==> config.mk <==
export PLATFORM = sky130hd
export DESIGN_NAME = mux_arbiter_flat
export DESIGN_NICKNAME = d
export VERILOG_FILES = /design/src/rtl/mux_arbiter_if.sv /design/src/rtl/mux_arbiter.sv /design/src/flat_wrapper.sv
export SDC_FILE = /design/constraint.sdc
export NUM_CORES = 1
export LEC_CHECK = 0
export ABC_AREA = 1
export CAP_MARGIN = 10
export CORE_ASPECT_RATIO = 1.5
export CORE_MARGIN = 2
export CORE_UTILIZATION = 36
export DETAILED_ROUTE_END_ITERATION = 8
export PLACE_DENSITY = 0.79
export SYNTH_ARGS = -nofsm -noshare
export SYNTH_HDL_FRONTEND = slang
export SYNTH_SLANG_ARGS = --single-unit
==> constraint.sdc <==
create_clock -name clk -period 1.8 [get_ports clk]
set_clock_uncertainty 0.2 [all_clocks]
set_input_delay 0.18 -clock clk [delete_from_list [all_inputs] [get_ports clk]]
set_output_delay 0.18 -clock clk [all_outputs]
set_load 0.02 [all_outputs]
==> src/rtl/mux_arbiter_if.sv <==
// Bundle between two requesters, the two-way round-robin arbiter and the shared output bus.
// Handshake: a beat transfers on a rising clk edge when out_valid & out_ready are both high;
// reqN is the requester's valid while gntN is high, and lastN only counts on a transferring beat.
interface mux_arbiter_if #(
    parameter int DATA_W = 16
);
    logic              req0;
    logic              req1;
    logic              last0;
    logic              last1;
    logic [DATA_W-1:0] data0;
    logic [DATA_W-1:0] data1;
    logic              gnt0;
    logic              gnt1;
    logic              sel;
    logic [DATA_W-1:0] out_data;
    logic              out_valid;
    logic              out_ready;

    modport master (
        output req0, req1, last0, last1, data0, data1, out_ready,
        input  gnt0, gnt1, sel, out_data, out_valid
    );

    modport slave (
        input  req0, req1, last0, last1, data0, data1, out_ready,
        output gnt0, gnt1, sel, out_data, out_valid
    );
endinterface

==> src/rtl/mux_arbiter.sv <==
// Two-requester round-robin arbiter driving a shared data mux; grants end on an accepted last beat.
// Optional macro MUX_ARB_BURST_LIMIT_EN: preempt a grant after BURST_MAX beats when the other side waits.
module mux_arbiter #(
    parameter int DATA_W    = 16,
    parameter int BURST_MAX = 8
) (
    input  logic                clk,
    input  logic                rst,
    mux_arbiter_if.slave        bus,
    output logic [1:0]          dbg_state,
    output logic                dbg_prio,
    output logic [7:0]          dbg_cnt
);
    if (BURST_MAX < 2 || BURST_MAX > 255) begin : g_bad_burst_max
        $error("mux_arbiter: BURST_MAX must be in 2..255");
    end

    // Debug encoding: IDLE=0, GRANT0=1, GRANT1=2.
    typedef enum logic [1:0] {
        IDLE   = 2'd0,
        GRANT0 = 2'd1,
        GRANT1 = 2'd2
    } state_t;

    state_t            state;
    logic              prio;
    logic [7:0]        cnt;

    logic              granted;
    logic              own_req;
    logic              own_last;
    logic              other_req;
    logic              beat;
    logic              limit_hit;
    logic              grant_end;
    logic [8:0]        cnt_inc;
    logic [7:0]        cnt_sat;
    logic [DATA_W-1:0] mux_data;

    assign granted   = (state == GRANT0) || (state == GRANT1);
    assign own_req   = (state == GRANT1) ? bus.req1  : bus.req0;
    assign own_last  = (state == GRANT1) ? bus.last1 : bus.last0;
    assign other_req = (state == GRANT1) ? bus.req0  : bus.req1;
    assign beat      = granted & own_req & bus.out_ready;
    assign cnt_inc   = {1'b0, cnt} + 9'd1;
    assign cnt_sat   = cnt_inc[8] ? 8'hFF : cnt_inc[7:0];

`ifdef MUX_ARB_BURST_LIMIT_EN
    localparam logic [8:0] BURST_LIM = 9'(BURST_MAX);
    // Compared against the pre-saturation value so the hit fires exactly once per grant.
    assign limit_hit = (cnt_inc == BURST_LIM);
`else
    assign limit_hit = 1'b0;
`endif

    assign grant_end = beat & (own_last | (limit_hit & other_req));

    always_ff @(posedge clk) begin
        if (rst) begin
            state <= IDLE;
            prio  <= 1'b0;
            cnt   <= 8'd0;
        end else begin
            case (state)
                IDLE: begin
                    cnt <= 8'd0;
                    if (bus.req0 && bus.req1) begin
                        state <= prio ? GRANT1 : GRANT0;
                    end else if (bus.req0) begin
                        state <= GRANT0;
                    end else if (bus.req1) begin
                        state <= GRANT1;
                    end
                end
                GRANT0, GRANT1: begin
                    if (grant_end) begin
                        // Hand over to the other side, directly if it is already waiting.
                        prio <= (state == GRANT0);
                        cnt  <= 8'd0;
                        if (other_req) begin
                            state <= (state == GRANT0) ? GRANT1 : GRANT0;
                        end else begin
                            state <= IDLE;
                        end
                    end else if (beat) begin
                        cnt <= cnt_sat;
                    end
                end
                default: begin
                    state <= IDLE;
                    cnt   <= 8'd0;
                end
            endcase
        end
    end

    assign mux_data      = (state == GRANT1) ? bus.data1 : bus.data0;
    assign bus.gnt0      = (state == GRANT0);
    assign bus.gnt1      = (state == GRANT1);
    assign bus.sel       = (state == GRANT1);
    assign bus.out_data  = mux_data;
    assign bus.out_valid = ((state == GRANT0) & bus.req0) | ((state == GRANT1) & bus.req1);

    assign dbg_state = state;
    assign dbg_prio  = prio;
    assign dbg_cnt   = cnt;
endmodule

==> src/flat_wrapper.sv <==
// flat-port wrapper written by rule: the top's interface ports become plain ports
module mux_arbiter_flat 
#(
    parameter int DATA_W    = 16,
    parameter int BURST_MAX = 8
)
  (clk, rst, dbg_state, dbg_prio, dbg_cnt, bus_req0, bus_req1, bus_last0, bus_last1, bus_data0, bus_data1, bus_out_ready, bus_gnt0, bus_gnt1, bus_sel, bus_out_data, bus_out_valid);
  mux_arbiter_if #(.DATA_W(DATA_W)) bus_i ();
  input  logic clk;
  input  logic rst;
  output logic [1:0] dbg_state;
  output logic dbg_prio;
  output logic [7:0] dbg_cnt;
  input wire logic [$bits(bus_i.req0)-1:0] bus_req0;
  input wire logic [$bits(bus_i.req1)-1:0] bus_req1;
  input wire logic [$bits(bus_i.last0)-1:0] bus_last0;
  input wire logic [$bits(bus_i.last1)-1:0] bus_last1;
  input wire logic [$bits(bus_i.data0)-1:0] bus_data0;
  input wire logic [$bits(bus_i.data1)-1:0] bus_data1;
  input wire logic [$bits(bus_i.out_ready)-1:0] bus_out_ready;
  output wire logic [$bits(bus_i.gnt0)-1:0] bus_gnt0;
  output wire logic [$bits(bus_i.gnt1)-1:0] bus_gnt1;
  output wire logic [$bits(bus_i.sel)-1:0] bus_sel;
  output wire logic [$bits(bus_i.out_data)-1:0] bus_out_data;
  output wire logic [$bits(bus_i.out_valid)-1:0] bus_out_valid;
  assign bus_i.req0 = bus_req0;
  assign bus_i.req1 = bus_req1;
  assign bus_i.last0 = bus_last0;
  assign bus_i.last1 = bus_last1;
  assign bus_i.data0 = bus_data0;
  assign bus_i.data1 = bus_data1;
  assign bus_i.out_ready = bus_out_ready;
  assign bus_gnt0 = bus_i.gnt0;
  assign bus_gnt1 = bus_i.gnt1;
  assign bus_sel = bus_i.sel;
  assign bus_out_data = bus_i.out_data;
  assign bus_out_valid = bus_i.out_valid;
  mux_arbiter #(.DATA_W(DATA_W), .BURST_MAX(BURST_MAX)) u_core (.clk(clk), .rst(rst), .bus(bus_i), .dbg_state(dbg_state), .dbg_prio(dbg_prio), .dbg_cnt(dbg_cnt));
endmodule
Word level (Yosys, flattened, before mapping)

Index checks and enable logic that the tools add are counted.

Input bits: 39
Output and inout port bits: 31
Bits in registers: 11

Reductions and logical operators: 7
Multiplexer cells: 13
Bitwise gates (word level): 7
Equality and inequality tests: 4
Add/subtract/negate cells: 1

Operators by type and width:

| kind                                                 | count |
|---|---|
| two-way mux 16 bit                                   | 1 |
| two-way mux 2 bit                                    | 7 |
| adder 8 x 1 -> 9 bit (second input constant)         | 1 |
| two-way mux 8 bit                                    | 1 |
| AND 1 bit                                            | 5 |
| != test 4 x 3 -> 1 bit (second input constant)       | 1 |
| case mux 2 bit (2 select lines)                      | 1 |
| AND reduction 2 bit                                  | 2 |
| two-way mux 1 bit                                    | 3 |
| OR reduction 3 bit                                   | 1 |
| equality test 2 x 1 -> 1 bit (second input constant) | 1 |
| equality test 2 bit (second input constant)          | 1 |
| logical NOT 2 bit                                    | 1 |
| != test 2 x 1 -> 1 bit (second input constant)       | 1 |
| OR reduction 2 bit                                   | 1 |
| logical AND 1 bit                                    | 1 |
| logical OR 1 bit                                     | 1 |
| NOT 1 bit                                            | 1 |
| bitwise OR 1 bit                                     | 1 |

Depth between registers and ports, before layout

Gate-level depths: netlist (run 1).

Word-level depth: 7
Mapped depth: 12

Worst setup path after synthesis (run 1)

Ideal clock, no wire load.

Path type: register -> output
Start: register u_core.state[0] (netlist: u_core.dbg_state[0])
End: output bus_out_data[10]
Arrival time: 1.659 ns
Cell stages (with the launch flop): 8
Slack: -0.239 ns
Required time: 1.420 ns
Path through: dfxtp_1 inv_1 ha_1 buf_6 inv_4 clkbuf_1 nand2_1 nand2_1

Cells in the longest elaborated chain, start to end: 2

RTL lines:

| what                   | RTL line           | text |
|---|---|---|
| start, declared        | mux_arbiter.sv:25  | `state_t state;` |
| start signal, assigned | mux_arbiter.sv:68  | `state <= prio ? GRANT1 : GRANT0;` |
| start signal, assigned | mux_arbiter.sv:81  | `state <= (state == GRANT0) ? GRANT1 : GRANT0;` |
| equality test 2 bit    | n/a                |  |
| named net bus_gnt1     | flat_wrapper.sv:22 | `output wire logic [$bits(bus_i.gnt1)-1:0] bus_gnt1;` |
| two-way mux 16 bit     | mux_arbiter.sv:97  | `assign mux_data = (state == GRANT1) ? bus.data1 : bus.data0;` |
| end, declared          | flat_wrapper.sv:24 | `output wire logic [$bits(bus_i.out_data)-1:0] bus_out_data;` |

The timed path passes the listed nets, and every way through them passes these cells.

Final worst setup path (run 1)

Start: register u_core.cnt[3] (netlist: u_core.dbg_cnt[3])
End: output dbg_cnt[3]

RTL lines:

| what                   | RTL line           | text |
|---|---|---|
| start, declared        | mux_arbiter.sv:27  | `logic [7:0] cnt;` |
| start signal, assigned | mux_arbiter.sv:86  | `cnt <= cnt_sat;` |
| end, declared          | flat_wrapper.sv:13 | `output logic [7:0] dbg_cnt;` |

No word-level cell between the ends.

==> flow_metrics.py, run 1 <==
metrics = {
    "outcome": {
        "status": "completed",
    },
    "pwr": {
        "internal_power_w": 0.00120,
        "vdd_drop_max_mv": 0.655,
        "p_leak_nw": 0.911,
        "p_sw_w": 0.00117,
        "powerDensity_nw_per_um2": 1240,
        "p_clk_share_pct": 10.8,
        "comb_power_share_pct": 76.2,
        "seqPwrFrac_pct": 13.0,
        "p_sw_share_pct": 49.2,
    },
    "drt": {
        "met2_length_microns": 1890,
        "route.top_layer_used": "met4",
        "viasPerCell": 4.62,
        "wirelength_microns": 3650,
        "drt_iter0_markers": 26,
        "drc": 0,
        "met1Wirelength_microns": 1180,
        "antenna_left": 0,
        "dr_total_vias": 1404,
        "wl_met3_microns": 475,
        "dr.pass1.iters": 4,
        "wire_per_inst_microns": 12.0,
    },
    "timing": {
        "period_share_pct": 95.5,
        "whs_ps": 321,
        "period_minus_slack_ps": 1720,
        "fmax_ghz": 0.582,
        "hold_violations": 0,
        "worst_slew_pin_slew_ps": 272,
        "finalWorstSetupSlack_ps": 80.6,
        "rsz0062_at_grt": "true",
        "slew_viol_final": 0,
        "setup_violations": 0,
        "slew_headroom_pct": 81.9,
        "finalSetupTns_ps": 0,
    },
    "worst_setup_path": {
        "r2r_setup_slack_ps": 110,
        "critPathBufInv": 1,
        "start_kind": "flop",
        "critical-path-slowest-cell": "clkdlybuf4s50_1",
        "critical_path_required_ps": 1420,
        "crit_family": "buffers and inverters",
        "cp.arrival_ps": 1340,
        "endpoint_kind": "primary output",
        "cp_max_fo": 7,
        "worstReg2RegStart": "u_core.dbg_state[0]",
        "path_class": "flop to primary output",
        "rr_endpoint": "u_core.dbg_state[1]",
        "cp_cell_sequence": "clkdlybuf4s50_1",
        "r2r_cells": 12,
        "cpPeakStageDelay_ps": 650,
    },
    "floorplan": {
        "die-area_sq_um": 3390,
        "row_count": 24,
        "dieHeight_microns": 70.3,
        "fp.dieW_microns": 48.2,
        "ios": 70,
        "coreArea_sq_um": 2850,
        "start_util_pct": 37.0,
    },
    "place": {
        "gp_congestion": 0.846,
        "preCtsSetupSlack_ps": -120,
        "hpwl_microns": 2820,
        "port_buffers": 69,
    },
    "synth": {
        "syn_avg_cell_area_sq_um": 5.83,
        "synthAdderAreaFrac_pct": 7.11,
        "synth_seq_cells": 11,
        "synth_top_family_by_area": "simple AND/OR/NAND/NOR gates",
        "synth_compound_area_share_pct": 7.70,
        "synth-seq-area-share_pct": 20.9,
        "syn_nets": 226,
        "yosys.area_share.simple_pct": 53.4,
        "synth_xor_xnor_area_share_pct": 0.829,
        "ys.warnings.count": 0,
        "synthCells": 181,
        "synthMuxAreaShare_pct": 0,
        "syn_area_sq_um": 1060,
        "synth.distinct_cells": 21,
    },
    "cts": {
        "htree_levels": 1,
        "numCtsBuffers": 3,
        "cts_root_buf": "clkbuf_8",
        "path_clk_slew_ps": 50,
        "cts_tree": "built",
        "clock_sinks": 11,
        "cts_buffer_depth": 2,
        "clock_latency_ps": 240,
    },
    "final_layout": {
        "multiInputGateArea_sq_um": 778,
        "fillers": 257,
        "area_growth_pct": 81.6,
        "nets": 311,
        "n_antenna_cell": 0,
        "ff_latch_area_sq_um": 225,
        "drive_gt1_share_pct": 23.0,
    },
    "global_routing": {
        "grt-ovfl-total": 0,
        "first_global_vias": 1294,
        "grtUsageTotal_pct": 20.7,
        "antenna_found_initial": 0,
        "grt_max_degree": 18,
        "grt_pass1_wl_microns": 5270,
    },
    "worst_hold_path": {
        "hp-start": "u_core.dbg_prio",
        "min_to": "u_core.dbg_prio",
        "hold_depth": 2,
        "holdCritPathClass": "flop to flop",
    },
    "job": {
        "cap_violations": 0,
    },
}
==> sequential cells by signal (all words and copies together), names as in the netlist <==
signal and cells:
u_core.dbg_cnt 8, u_core.dbg_state 2, u_core.dbg_prio 1
==> power groups by stage <==
stage	sequential [W]	clock, W	combinational (W)
after floorplan	0.000347	0	0.00100
after global placement	0.000305	0	0.00175
after detailed placement	0.000307	0	0.00178
after CTS	0.000303	0.000258	0.00171
after global routing	0.000315	0.000272	0.00198
final	0.000308	0.000256	0.00181
==> worst reg2reg max path, cell delays in order (launching register included) <==
cell      delay (ps)
dfxtp_2          330
inv_2             50
ha_4             170
buf_12           140
clkinv_8          70
buf_4            110
nand2_1           50
nand2_2           80
nand3_4          110
nand2_4          100
nand3_1           80
nand2_1           60
nor2_1            40
==> synthesized netlist by cell type <==
| cell type | n | area (sq um) |
|---|---|---|
| a21oi_1 | 8 | 40.0 |
| a21oi_2 | 3 | 26.3 |
| buf_4 | 1 | 7.51 |
| buf_6 | 1 | 11.3 |
| buf_8 | 1 | 15.0 |
| clkbuf_1 | 2 | 7.51 |
| dfxtp_1 | 11 | 220 |
| ha_1 | 6 | 75.1 |
| inv_1 | 13 | 48.8 |
| inv_2 | 1 | 3.75 |
| inv_4 | 2 | 12.5 |
| nand2_1 | 97 | 364 |
| nand2_2 | 4 | 25.0 |
| nand2_4 | 2 | 22.5 |
| nand3_1 | 8 | 40.0 |
| nand3_2 | 6 | 60.1 |
| nor2_1 | 8 | 30.0 |
| nor3_2 | 1 | 10.0 |
| o21ai_1 | 3 | 15.0 |
| or2_1 | 2 | 12.5 |
| xor2_1 | 1 | 8.76 |
==> area by class of cell <==
class	instances	share of cell area, %
flip-flops and latches	11	11.7
well taps	39	2.54
inverters	16	4.17
repair buffers	85	38.6
multi-input cells	149	40.6
clock buffers	4	2.35
==> timing repair <==
| item | in CTS | in global routing |
|---|---|---|
| hold buffers | 0 | 0 |
| setup endpoints to repair | 30 | 12 |
| setup buffers | 4 | 0 |
| gates resized for setup | 71 | 14 |
| pin swaps | 1 | 1 |
==> cell usage in the layout (no fill, tap or decap), types with 2 or more instances in the layout <==
cell             instances
nand3_1                  8
inv_1                   12
ha_1                     4
clkdlybuf4s50_1         48
buf_2                   17
or2_1                    2
nor2_1                   8
a21oi_2                  4
nand3_2                  4
a21oi_1                  7
dfxtp_1                  9
nand2_1                 97
buf_4                   14
ha_4                     2
dlygate4sd2_1            3
o21ai_1                  3
nand3_4                  2
inv_2                    2
nand2_2                  3
nand2_4                  3
clkbuf_8                 3
==> routing by layer <==
| metal | track usage [%] | vias up |
|---|---|---|
| met5 | 0 | - |
| met4 | 8.41 | 0 |
| met3 | 5.43 | 13 |
| met2 | 39.0 | 70 |
| met1 | 18.4 | 595 |
| li1 | - | 726 |
==> how the worst max path moves through the flow <==
| stage | startpoint | slack (ps) | depth (start not counted) | end |
|---|---|---|---|---|
| finish | u_core.dbg_cnt[3] | 80 | 1 | dbg_cnt[3] |
| global route | u_core.dbg_state[0] | -10 | 12 | u_core.dbg_cnt[5] |
| CTS | u_core.dbg_state[0] | 3 | 6 | bus_out_valid |
| detailed placement | u_core.dbg_state[0] | -120 | 6 | bus_out_data[11] |
| global placement | u_core.dbg_state[0] | -100 | 6 | bus_out_data[11] |
| floorplan | u_core.dbg_state[0] | 40 | 10 | u_core.dbg_cnt[6] |
==> metrics by stage <==
step	power, W	area, sq um	utilization, %	std cells
2_1_floorplan	0.00135	1070	-	181
3_3_place_gp	0.00205	1860	65.2	296
3_5_place_dp	0.00208	1860	65.2	296
4_1_cts	0.00227	1870	65.4	304
5_1_grt	0.00257	1920	67.2	304
6_report	0.00237	1920	67.2	304
==> cell families (layout without fill, tap and decap cells) <==
group / Yosys count / in the layout
buf+inv: 21 / 105
fa+ha+maj: 6 / 6
simple gates: 128 / 128
compound gates: 14 / 14
xor+xnor: 1 / 1
flops: 11 / 11
Power figures use the tool's default switching activity.
==> inputs of run 2 (changes only) <==
--- a/config.mk
+++ b/config.mk
@@ -10,6 +10,7 @@
 export CORE_ASPECT_RATIO = 1.5
 export CORE_MARGIN = 2
 export CORE_UTILIZATION = 36
+export CTS_CLUSTER_SIZE = 12
 export DETAILED_ROUTE_END_ITERATION = 8
 export PLACE_DENSITY = 0.79
 export SYNTH_ARGS = -nofsm -noshare
==> results of run 2 <==
No change in the layout: final DEF, timing and power equal those of run 1.
==> inputs of run 3 (changes only) <==
--- a/config.mk
+++ b/config.mk
@@ -10,6 +10,7 @@
 export CORE_ASPECT_RATIO = 1.5
 export CORE_MARGIN = 2
 export CORE_UTILIZATION = 36
+export CTS_CLUSTER_DIAMETER = 120
 export CTS_CLUSTER_SIZE = 12
 export DETAILED_ROUTE_END_ITERATION = 8
 export PLACE_DENSITY = 0.79
==> results of run 3 <==
No change in the layout: final DEF, timing and power equal those of run 1.
